==> src/rtl/mem_load_unit.sv <==
// mem_load_unit: load-side data path between the MEM stage and the
// synchronous DMEM/IMEM/IO memory. It accepts a byte address plus funct3,
// reads the addressed word (or two words for a misaligned access that
// crosses a word boundary), then returns the byte, halfword or word
// right-aligned and sign- or zero-extended.
//
// Optional feature macro: LOAD_MISALIGN_EN
//   defined   - LH/LW are legal at any offset; word-crossing accesses take
//               a second memory read through the WAIT1 state.
//   undefined - only naturally aligned LH/LW are legal. Anything else takes
//               the error path, and no WAIT1 logic is built.
module mem_load_unit #(
    parameter int ADDR_WIDTH = 32
) (
    input  logic                  clk,
    input  logic                  rst,
    input  logic                  req_valid_i,
    output logic                  req_ready_o,
    input  logic [ADDR_WIDTH-1:0] req_addr_i,
    input  logic [2:0]            req_funct3_i,
    output logic                  mem_re_o,
    output logic [ADDR_WIDTH-3:0] mem_addr_o,
    input  logic [31:0]           mem_rdata_i,
    output logic                  resp_valid_o,
    output logic [31:0]           resp_data_o,
    output logic                  resp_err_o
);

    localparam int WW = ADDR_WIDTH - 2;

    localparam logic [1:0] IDLE  = 2'd0;
    localparam logic [1:0] WAIT0 = 2'd1;
    localparam logic [1:0] DONE  = 2'd2;
`ifdef LOAD_MISALIGN_EN
    localparam logic [1:0] WAIT1 = 2'd3;
    localparam logic       MISALIGN_EN = 1'b1;
`else
    localparam logic       MISALIGN_EN = 1'b0;
`endif

    localparam logic [WW-1:0] WORD_ONE = {{(WW-1){1'b0}}, 1'b1};

    // A request is legal when funct3 names a real load and its offset is
    // allowed for the access size in this build.
    function automatic logic is_legal(input logic [2:0] f3, input logic [1:0] off);
        case (f3)
            3'b000, 3'b100: is_legal = 1'b1;
            3'b001, 3'b101: is_legal = MISALIGN_EN | ~off[0];
            3'b010:         is_legal = MISALIGN_EN | (off == 2'b00);
            default:        is_legal = 1'b0;
        endcase
    endfunction

    // Shift the addressed bytes down to bit 0 and extend to 32 bits.
    // The upper word of pair only matters for word-crossing accesses.
    function automatic logic [31:0] extract(input logic [63:0] pair,
                                            input logic [1:0]  off,
                                            input logic [2:0]  f3);
        logic [31:0] sh;
        sh = 32'(pair >> {off, 3'b000});
        case (f3[1:0])
            2'b00:   extract = {{24{sh[7]  & ~f3[2]}}, sh[7:0]};
            2'b01:   extract = {{16{sh[15] & ~f3[2]}}, sh[15:0]};
            default: extract = sh;
        endcase
    endfunction

`ifdef LOAD_MISALIGN_EN
    // An access crosses into the next word when off + size > 4.
    function automatic logic is_cross(input logic [2:0] f3, input logic [1:0] off);
        is_cross = ((f3[1:0] == 2'b01) && (off == 2'b11)) ||
                   ((f3[1:0] == 2'b10) && (off != 2'b00));
    endfunction
`endif

    logic [1:0]    state_q,  state_d;
    logic [2:0]    funct3_q, funct3_d;
    logic [1:0]    off_q,    off_d;
    logic [WW-1:0] waddr_q,  waddr_d;
    logic [31:0]   data_q,   data_d;
    logic          err_q,    err_d;
`ifdef LOAD_MISALIGN_EN
    logic [31:0]   worda_q,  worda_d;
`endif
    logic          req_legal;

    // Next-state, capture and memory-strobe logic for the load FSM.
    always_comb begin
        state_d    = state_q;
        funct3_d   = funct3_q;
        off_d      = off_q;
        waddr_d    = waddr_q;
        data_d     = data_q;
        err_d      = err_q;
`ifdef LOAD_MISALIGN_EN
        worda_d    = worda_q;
`endif
        mem_re_o   = 1'b0;
        mem_addr_o = req_addr_i[ADDR_WIDTH-1:2];
        req_legal  = is_legal(req_funct3_i, req_addr_i[1:0]);

        case (state_q)
            IDLE: begin
                mem_re_o = req_valid_i && req_legal;
                if (req_valid_i) begin
                    funct3_d = req_funct3_i;
                    off_d    = req_addr_i[1:0];
                    waddr_d  = req_addr_i[ADDR_WIDTH-1:2];
                    if (req_legal) begin
                        state_d = WAIT0;
                    end else begin
                        state_d = DONE;
                        data_d  = 32'd0;
                        err_d   = 1'b1;
                    end
                end
            end
            WAIT0: begin
                mem_addr_o = waddr_q;
`ifdef LOAD_MISALIGN_EN
                if (is_cross(funct3_q, off_q)) begin
                    mem_re_o   = 1'b1;
                    mem_addr_o = waddr_q + WORD_ONE;
                    worda_d    = mem_rdata_i;
                    state_d    = WAIT1;
                end else
`endif
                begin
                    data_d  = extract({32'd0, mem_rdata_i}, off_q, funct3_q);
                    err_d   = 1'b0;
                    state_d = DONE;
                end
            end
`ifdef LOAD_MISALIGN_EN
            WAIT1: begin
                mem_addr_o = waddr_q + WORD_ONE;
                data_d     = extract({mem_rdata_i, worda_q}, off_q, funct3_q);
                err_d      = 1'b0;
                state_d    = DONE;
            end
`endif
            DONE: begin
                state_d = IDLE;
            end
            default: begin
                state_d = IDLE;
            end
        endcase
    end

    // State and response registers; reset drops any load in flight.
    always_ff @(posedge clk or posedge rst) begin
        if (rst) begin
            state_q  <= IDLE;
            funct3_q <= 3'd0;
            off_q    <= 2'd0;
            waddr_q  <= '0;
            data_q   <= 32'd0;
            err_q    <= 1'b0;
`ifdef LOAD_MISALIGN_EN
            worda_q  <= 32'd0;
`endif
        end else begin
            state_q  <= state_d;
            funct3_q <= funct3_d;
            off_q    <= off_d;
            waddr_q  <= waddr_d;
            data_q   <= data_d;
            err_q    <= err_d;
`ifdef LOAD_MISALIGN_EN
            worda_q  <= worda_d;
`endif
        end
    end

    assign req_ready_o  = (state_q == IDLE);
    assign resp_valid_o = (state_q == DONE);
    assign resp_data_o  = data_q;
    assign resp_err_o   = err_q;

endmodule

==> config.mk <==
export PLATFORM = sky130hd
export DESIGN_NAME = mem_load_unit
export DESIGN_NICKNAME = d
export VERILOG_FILES = /design/src/rtl/mem_load_unit.sv
export SDC_FILE = /design/constraint.sdc
export NUM_CORES = 1
export LEC_CHECK = 0
export BUFFER_PORTS_ARGS = -buffer_cell sky130_fd_sc_hd__buf_2
export CORE_AREA = 2 2 104 86
export DETAILED_ROUTE_END_ITERATION = 8
export DIE_AREA = 0 0 106 88
export HOLD_SLACK_MARGIN = 0.02
export PLACE_DENSITY_LB_ADDON = 0.12
export SYNTH_ARGS = -nofsm -noshare
export SYNTH_HDL_FRONTEND = slang
export SYNTH_SLANG_ARGS = --single-unit
==> constraint.sdc <==
create_clock -name clk -period 2 [get_ports clk]
set_clock_uncertainty 0.05 [all_clocks]
set_input_delay 0.1 -clock clk [delete_from_list [all_inputs] [get_ports clk]]
set_output_delay 0.1 -clock clk [all_outputs]
set_load 0.01 [all_outputs]
Word level (Yosys, flattened, before mapping)
Index checks and enable logic that the tools add are counted.
Widths: inputs -> output; s select.

word-level totals
  register bits after elaboration = 70
  latch bits = 0
  memory bits (writable) = 0
  bits in read-only memories = 0
  bits of input ports = 70
  output and inout bits = 66
  word-level logic and storage cells = 43
  memories = 0

operators by class
  add/subtract/negate cells = 0
  multiply operators = 0
  div/mod/pow operators = 0
  $lt $le $gt $ge = 0
  equal/unequal tests = 9
  shifts and indexed selects = 1
  muxes and demuxes = 13
  bitwise operators = 4
  reductions and logical operators = 10

operators with widths
  operator            count
  $pmux 32 s2         2
  $mux 32             2
  $shr 32x5->32       1
  $mux 30             1
  $eq 3x3->1 const B  2
  $logic_not 2->1     3
  $eq 2x1->1 const B  2
  $mux 2              2
  $ne 2x2->1 const B  2
  $pmux 2 s2          1
  $reduce_or 2->1     2
  $eq 3x1->1 const B  1
  $eq 3x2->1 const B  1
  $logic_not 3->1     1
  $mux 1              3
  $pmux 1 s3          1
  $reduce_and 3->1    1
  $and 1x1->1         2
  $eq 2x2->1 const B  1
  $not 1->1           2
  $pmux 1 s2          1
  $reduce_and 2->1    1
  $reduce_bool 2->1   1
  $logic_and 1x1->1   1

Depth between registers and ports, before layout
Gate-level depths: netlist (run 1).

  depth in word-level cells = 6
  depth in mapped cells = 7
  mapped depth without buffers = 4

Least setup slack after synthesis (run 1)
Ideal clock, no wire load.

  path type = register to register
  from = reg state_q[1]
  to = reg waddr_q[0]
  setup time = 0.125 ns
  arrival time = 1.511 ns
  required time = 1.825 ns
  setup slack = 0.314 ns
  cell stages (with the launch flop) = 6
  buffers on the path = 2
  clock period less this slack = 1.686 ns
  cell sequence = dfrtp_1 nor2_1 and2_1 buf_2 buf_2 mux2_2

between the ends
  word-level cells in the longest chain between the ends = 2

ends and longest elaborated chain
  element                            line  text
  start, declared                    76    logic [1:0] state_q, state_d;
  start signal, assigned             164   state_q <= state_d;
  $logic_not 2->1                    -
  named net req_ready_o              18    output logic req_ready_o,
  $reduce_and 2->1 (no source line)  -
  end signal, assigned               167   waddr_q <= waddr_d;
  end, declared                      79    logic [WW-1:0] waddr_q, waddr_d;

The timed path passes the listed nets, and every way through them passes these cells.
A chain may end at the register's enable or synchronous reset.

Final worst setup path (run 1)
  from = reg off_q[1]
  to = reg data_q[24], in the netlist resp_data_o[24]

between the ends
  word-level cells in the longest chain between the ends = 4
  elaborated cells between the ends (all ways) = 5
  those cells by class = shift (1); mux (2); bitwise (2)

ends and longest elaborated chain
  element                         line    text
  start, declared                 78      logic [1:0] off_q, off_d;
  start signal, assigned          156     off_q <= 2'd0;
  start signal, assigned          166     off_q <= off_d;
  $shr 32x5->32 *                 60      sh = 32'(pair >> {off, 3'b000});
  $and 1x1->1 (on tied branches)  63, 62
  $pmux 32 s2 *                   61      case (f3[1:0])
  $pmux 32 s2 *                   102     case (state_q)
  end signal, assigned            168     data_q <= data_d;
  end, declared                   80      logic [31:0] data_q, data_d;

Every way passes the cells marked *; elsewhere a longest branch is shown, timed or not.

==> impl_metrics.toml, run 1 <==
[die]
die_x_um = 106
initial_core_util_pct = 43.47
core-area_um2 = 8295
core.rowCount = 30
die_area_um2 = 9328
die_h_um = 88
ioPinCount = 136

[worst_setup_path]
start_kind = "register"
rrSetupSlack_ns = 0.15
crit_required_ns = 2.18
cp_max_fo = 16
worstSetupPathType = "register to register"
cp.arrival_ns = 2.03
end_kind = "register"

[power_and_ir_drop]
powerDensity_nw_per_um2 = 851.7
leakagePower_nw = 2.531
p_seq_share_pct = 44.4
max-vdd-ir-drop_mv = 0.3625
power.total_mw = 4.259
swShare_pct = 32.43
p_sw_mw = 1.382
intPower_mw = 2.878
clock_power_share_pct = 22.2
power_frac_comb_pct = 33.4

[logic_synthesis]
synth_seq_cells = 70
synth_cell_types = 32
netlist_area_um2 = 3606
yosysWarnings = 0
syn_nets = 410
synthArstFlopShare_pct = 100.0
ys_seq_area_share_pct = 48.58
synth_flop_cell = "dfrtp_1"
netlist_instances = 340
syn_area_per_cell_um2 = 10.61
synth-edff-count = 0

[timing]
clock.fmax_ghz = 0.5397
post-route-period-util_pct = 92.64
hold_violations = 0
rsz0062_at_grt = "no"
fin_tns_setup_ns = 0
fin_ws_ns = 0.1472
finalSetupViolCount = 0
whs_ns = 0.1091
fin_crit_ns = 1.853
slew_headroom_pct = 67.43
final-max-slew-violation-count = 0
tightest_slew_ns = 0.4863

[global_route]
grt_antenna_before_repair = 0
grt_overflow_total = 0
grt_pass1_vias = 3197
grt_pass1_wl_um = 15890
grt_max_degree = 71
grt.total_usage_pct = 21.88

[hold_path]
min_path_type = "primary input to register"

[cts]
clockBufferDepth = 2
clk_latency_ns = 0.34
cts_setup_buffers = 0
numCtsBuffers = 9
cts-root-buf = "clkbuf_8"
cts_max_level = 3
cts_sinks = 70
cts_tree = "yes"
clkTransAtPathRegs_ns = 0.07

[layout]
insertedDiodeCount = 0
areaGrowthSynthToFinish_pct = 38.69
layoutNonFillerInstCount = 632
drive_gt1_share_pct = 41.35
final_area_um2 = 5001
finish.utilization_pct = 60.29
nNetsFinal = 586

[place]
placed_area_um2 = 4409
gp_congestion = 0.8419
dpl.hpwl_um = 6403
portBuffers = 135
post-place-ws_ns = 0.1642
placed_cells = 573

[route]
met3_length_um = 548
top_layer = "met4"
drc = 0
antenna_left = 0
wirelength_met1_um = 4533
totalWireLength_um = 9796
met2_length_um = 4571
drtIter0Drc = 129
viasPerCell = 5.028
vias = 3178
wl_per_cell_um = 15.50
dr.pass1.iters = 4

[run_status]
status = "finished, final reports clean"

[flow_run]
max_cap_violations = 0
-- Yosys cell counts, drive strengths merged, types with 2 or more instances --
cell	count	share of area (%)
o21ai	15	2.1
a221o	16	4.4
nand2	97	10
mux2i	17	5.2
clkbuf	8	0.83
a22o	9	2.2
dfrtp	70	49
buf	18	2.9
nor2b	4	0.69
inv	3	0.31
mux2	43	13
nor3b	2	0.87
nand3b	9	1.9
nor2	3	0.38
a21oi	9	1.2
o2bb2ai	8	1.9
-- power groups by stage --
stage | Combinational (mW) | Clock, mW | Sequential [mW]
floorplan | 0.865 | 0 | 1.92
global placement | 1.34 | 0 | 1.91
detailed placement | 1.36 | 0 | 1.92
CTS | 1.43 | 0.982 | 1.89
global route | 1.56 | 1.05 | 1.93
finish | 1.42 | 0.946 | 1.89
-- flip-flops by register name (all words and copies together) (netlist names) --
register / flops
off_q: 2
funct3_q: 3
resp_data_o: 32
resp_err_o: 1
waddr_q: 30
state_q: 2
-- metal layers --
metal / GRT usage (%) / up-vias
met5: 0 / -
met4: 6.699 / 0
met3: 6.399 / 15
met2: 35.13 / 101
met1: 29.02 / 1505
li1: - / 1557
-- layout by cell type (no fill, tap or decap), types with 2 or more instances in the layout --
cell           count
a21oi_1            9
a221o_1           16
a22o_1             9
buf_12             2
buf_2            135
buf_4             10
clkbuf_1           4
clkbuf_8           9
clkinv_2           2
dfrtp_1           70
dlygate4sd3_1     44
inv_1              2
mux2_2            43
mux2i_1           15
nand2_1           97
nand3b_1           9
nor2_1             2
nor2b_1            2
o21ai_0           15
o2bb2ai_1          8
-- repair_timing --
action,4_1_cts,5_1_grt
hold buffers,44,0
endpoints found under the hold margin,113,0
resized for setup,0,1
setup endpoints to repair,0,3
-- path summary, 6_finish.rpt --
path                       cells past startpoint                          end                        from
setup / recovery                               4  resp_data_o[24]$_DFFE_PP0P_        off_q[1]$_DFFE_PP0P_
hold / removal                                 3  resp_data_o[19]$_DFFE_PP0P_             mem_rdata_i[19]
setup reg to reg                               4  resp_data_o[24]$_DFFE_PP0P_        off_q[1]$_DFFE_PP0P_
hold reg to reg                                1   resp_data_o[9]$_DFFE_PP0P_  resp_data_o[9]$_DFFE_PP0P_
max in group asynchronous                      4       waddr_q[7]$_DFFE_PP0P_                         rst
min in group asynchronous                      4  resp_data_o[29]$_DFFE_PP0P_                         rst
-- kinds of logic after synthesis --
family | synth area share, %
DFF | 48.58
buffers and inverters | 4.094
and+or+nand+nor | 14.92
muxes | 19.22
AOI/OAI and AO/OA | 13.19
-- area by class of cell --
cell class / instances / area, µm²
Fill cell: 758 / 3294
Sequential cell: 70 / 1752
Multi-Input combinational cell: 241 / 1718
Timing Repair Buffer: 191 / 1231
Tap cell: 112 / 140.1
Clock buffer: 13 / 138.9
Inverter: 3 / 11.26
Clock inverter: 2 / 10.01
-- worst max-delay path, cell delays in order (launching register included) --
cell and delay, ns:
dfrtp_1 0.65, mux2i_4 0.33, mux2i_2 0.10, o211a_4 0.32, a221o_1 0.28
(Power assumes the default switching activity.)
==> run 2: changes to the inputs <==
--- a/config.mk
+++ b/config.mk
@@ -6,9 +6,9 @@
 export NUM_CORES = 1
 export LEC_CHECK = 0
 export BUFFER_PORTS_ARGS = -buffer_cell sky130_fd_sc_hd__buf_2
-export CORE_AREA = 2 2 104 86
+export CORE_AREA = 3 3 105 87
 export DETAILED_ROUTE_END_ITERATION = 8
-export DIE_AREA = 0 0 106 88
+export DIE_AREA = 0 0 108 90
 export HOLD_SLACK_MARGIN = 0.02
 export PLACE_DENSITY_LB_ADDON = 0.12
 export SYNTH_ARGS = -nofsm -noshare
==> impl_metrics.toml, run 2 (synthesized netlist as in run 1, its figures left out) <==
[route]
totalWireLength_um = 10110
wl_per_cell_um = 16.05
drc = 0
drtIter0Drc = 152
vias = 3188
antenna_left = 0
dr.pass1.iters = 4
viasPerCell = 5.060

[layout]
n_fill_cell = 713
drive_gt1_share_pct = 41.19
finish.utilization_pct = 62.60
insertedDiodeCount = 0
multi_input_area_um2 = 1714
nNetsFinal = 588
register_area_um2 = 1752
final_area_um2 = 5020
areaGrowthSynthToFinish_pct = 39.21
final_cell_mix = "buf_2, nand2_1, dfrtp_1"
mostFrequentLayoutCell = "buf_2"
layoutNonFillerInstCount = 630
largest_reg_flops = 32

[die]
die_h_um = 90
die_x_um = 108
core-area_um2 = 8019
die_area_um2 = 9720
core.rowCount = 29
ioPinCount = 136
initial_core_util_pct = 44.97

[timing]
finalSetupViolCount = 0
whs_ns = 0.1042
post-route-period-util_pct = 89.88
final-max-slew-violation-count = 0
hold_violations = 0
slew_headroom_pct = 56.74
fin_ws_ns = 0.2024
fin_crit_ns = 1.798
rsz0062_at_grt = "no"
fin_tns_setup_ns = 0
clock.fmax_ghz = 0.5563
tightest_slew_ns = 0.6476

[place]
dpl.hpwl_um = 6682
portBuffers = 135
placed_area_um2 = 4431
gp_congestion = 0.8689
post-place-ws_ns = 0.2654
placed_cells = 571

[hold_path]
hold-path-cell-count = 3
min_path_type = "primary input to register"

[global_route]
grt_overflow_total = 0
grt_pass1_wl_um = 16380
grt_pass1_vias = 3236
grt.total_usage_pct = 21.05
grt_max_degree = 71
grt_antenna_before_repair = 0

[power_and_ir_drop]
max-vdd-ir-drop_mv = 0.4327
leakagePower_nw = 2.542
powerDensity_nw_per_um2 = 852.6
power.total_mw = 4.280

[worst_setup_path]
end_kind = "primary output"
start_kind = "register"
cp_max_fo = 33
cp.arrival_ns = 1.65
reg2regPathDepth = 4
worstSetupPathType = "register to primary output"
crit_required_ns = 1.85

[cts]
clk_latency_ns = 0.34
clockBufferDepth = 2
cts-root-buf = "clkbuf_8"
cts_setup_buffers = 0
numCtsBuffers = 9
clkTransAtPathRegs_ns = 0.07
cts_sinks = 70
cts_max_level = 3
cts-resized-gates = 0
cts_tree = "yes"

[flow_run]
max_cap_violations = 0

[run_status]
status = "finished, final reports clean"
## run 2: cell count changes in the layout (fill, tap and decap cells not counted)
cell / before / now
and2_1: 0 / 1
and2_2: 1 / 0
buf_12: 2 / 3
buf_4: 10 / 11
nor2b_1: 2 / 3
nor2b_2: 1 / 0
## run 2: routing by layer
metal	track usage (%)	vias to the layer above	share of wire [%]
met4	6.519	0	1.7
met2	32.40	114	47
met5	0	-	0
met1	28.35	1504	44
li1	-	1556	-
met3	6.590	14	8.2
## run 2: worst paths after layout
kind                                            start                          end  slack, ns
hold / removal                        mem_rdata_i[18]  resp_data_o[18]$_DFFE_PP0P_       0.10
max in group asynchronous                         rst      waddr_q[19]$_DFFE_PP0P_       1.24
setup reg to reg                 off_q[1]$_DFFE_PP0P_  resp_data_o[27]$_DFFE_PP0P_       0.23
min in group asynchronous                         rst  resp_data_o[30]$_DFFE_PP0P_       0.32
hold reg to reg            resp_data_o[8]$_DFFE_PP0P_   resp_data_o[8]$_DFFE_PP0P_       0.44
setup / recovery               state_q[1]$_DFFE_PP0P_                     mem_re_o       0.20
## run 2: critical path: stages (launching register included)
cell and delay (ns):
dfrtp_1 0.42, nor2_1 0.14, and2_1 0.21, buf_12 0.22, nor2b_1 0.16, buf_2 0.14
## run 2: layout make-up
| cell class | count | share of cell area [%] |
|---|---|---|
| clock buffers | 13 | 2.767 |
| clock inverters | 2 | 0.1994 |
| inverters | 3 | 0.2243 |
| multi-input cells | 241 | 34.15 |
| flip-flops and latches | 70 | 34.90 |
| well taps | 108 | 2.692 |
| repair buffers | 193 | 25.07 |
## run 2: power breakdown
| group | switching [mW] | internal, mW | total (mW) |
|---|---|---|---|
| registers | 0.195 | 1.71 | 1.90 |
| logic | 0.692 | 0.748 | 1.44 |
| clock network | 0.496 | 0.442 | 0.938 |
| total | 1.38 | 2.90 | 4.28 |
## run 2: repair_timing
item                       4_1_cts  5_1_grt
setup endpoints to repair        0        0
hold endpoints to repair       113        0
hold buffers                    44        0
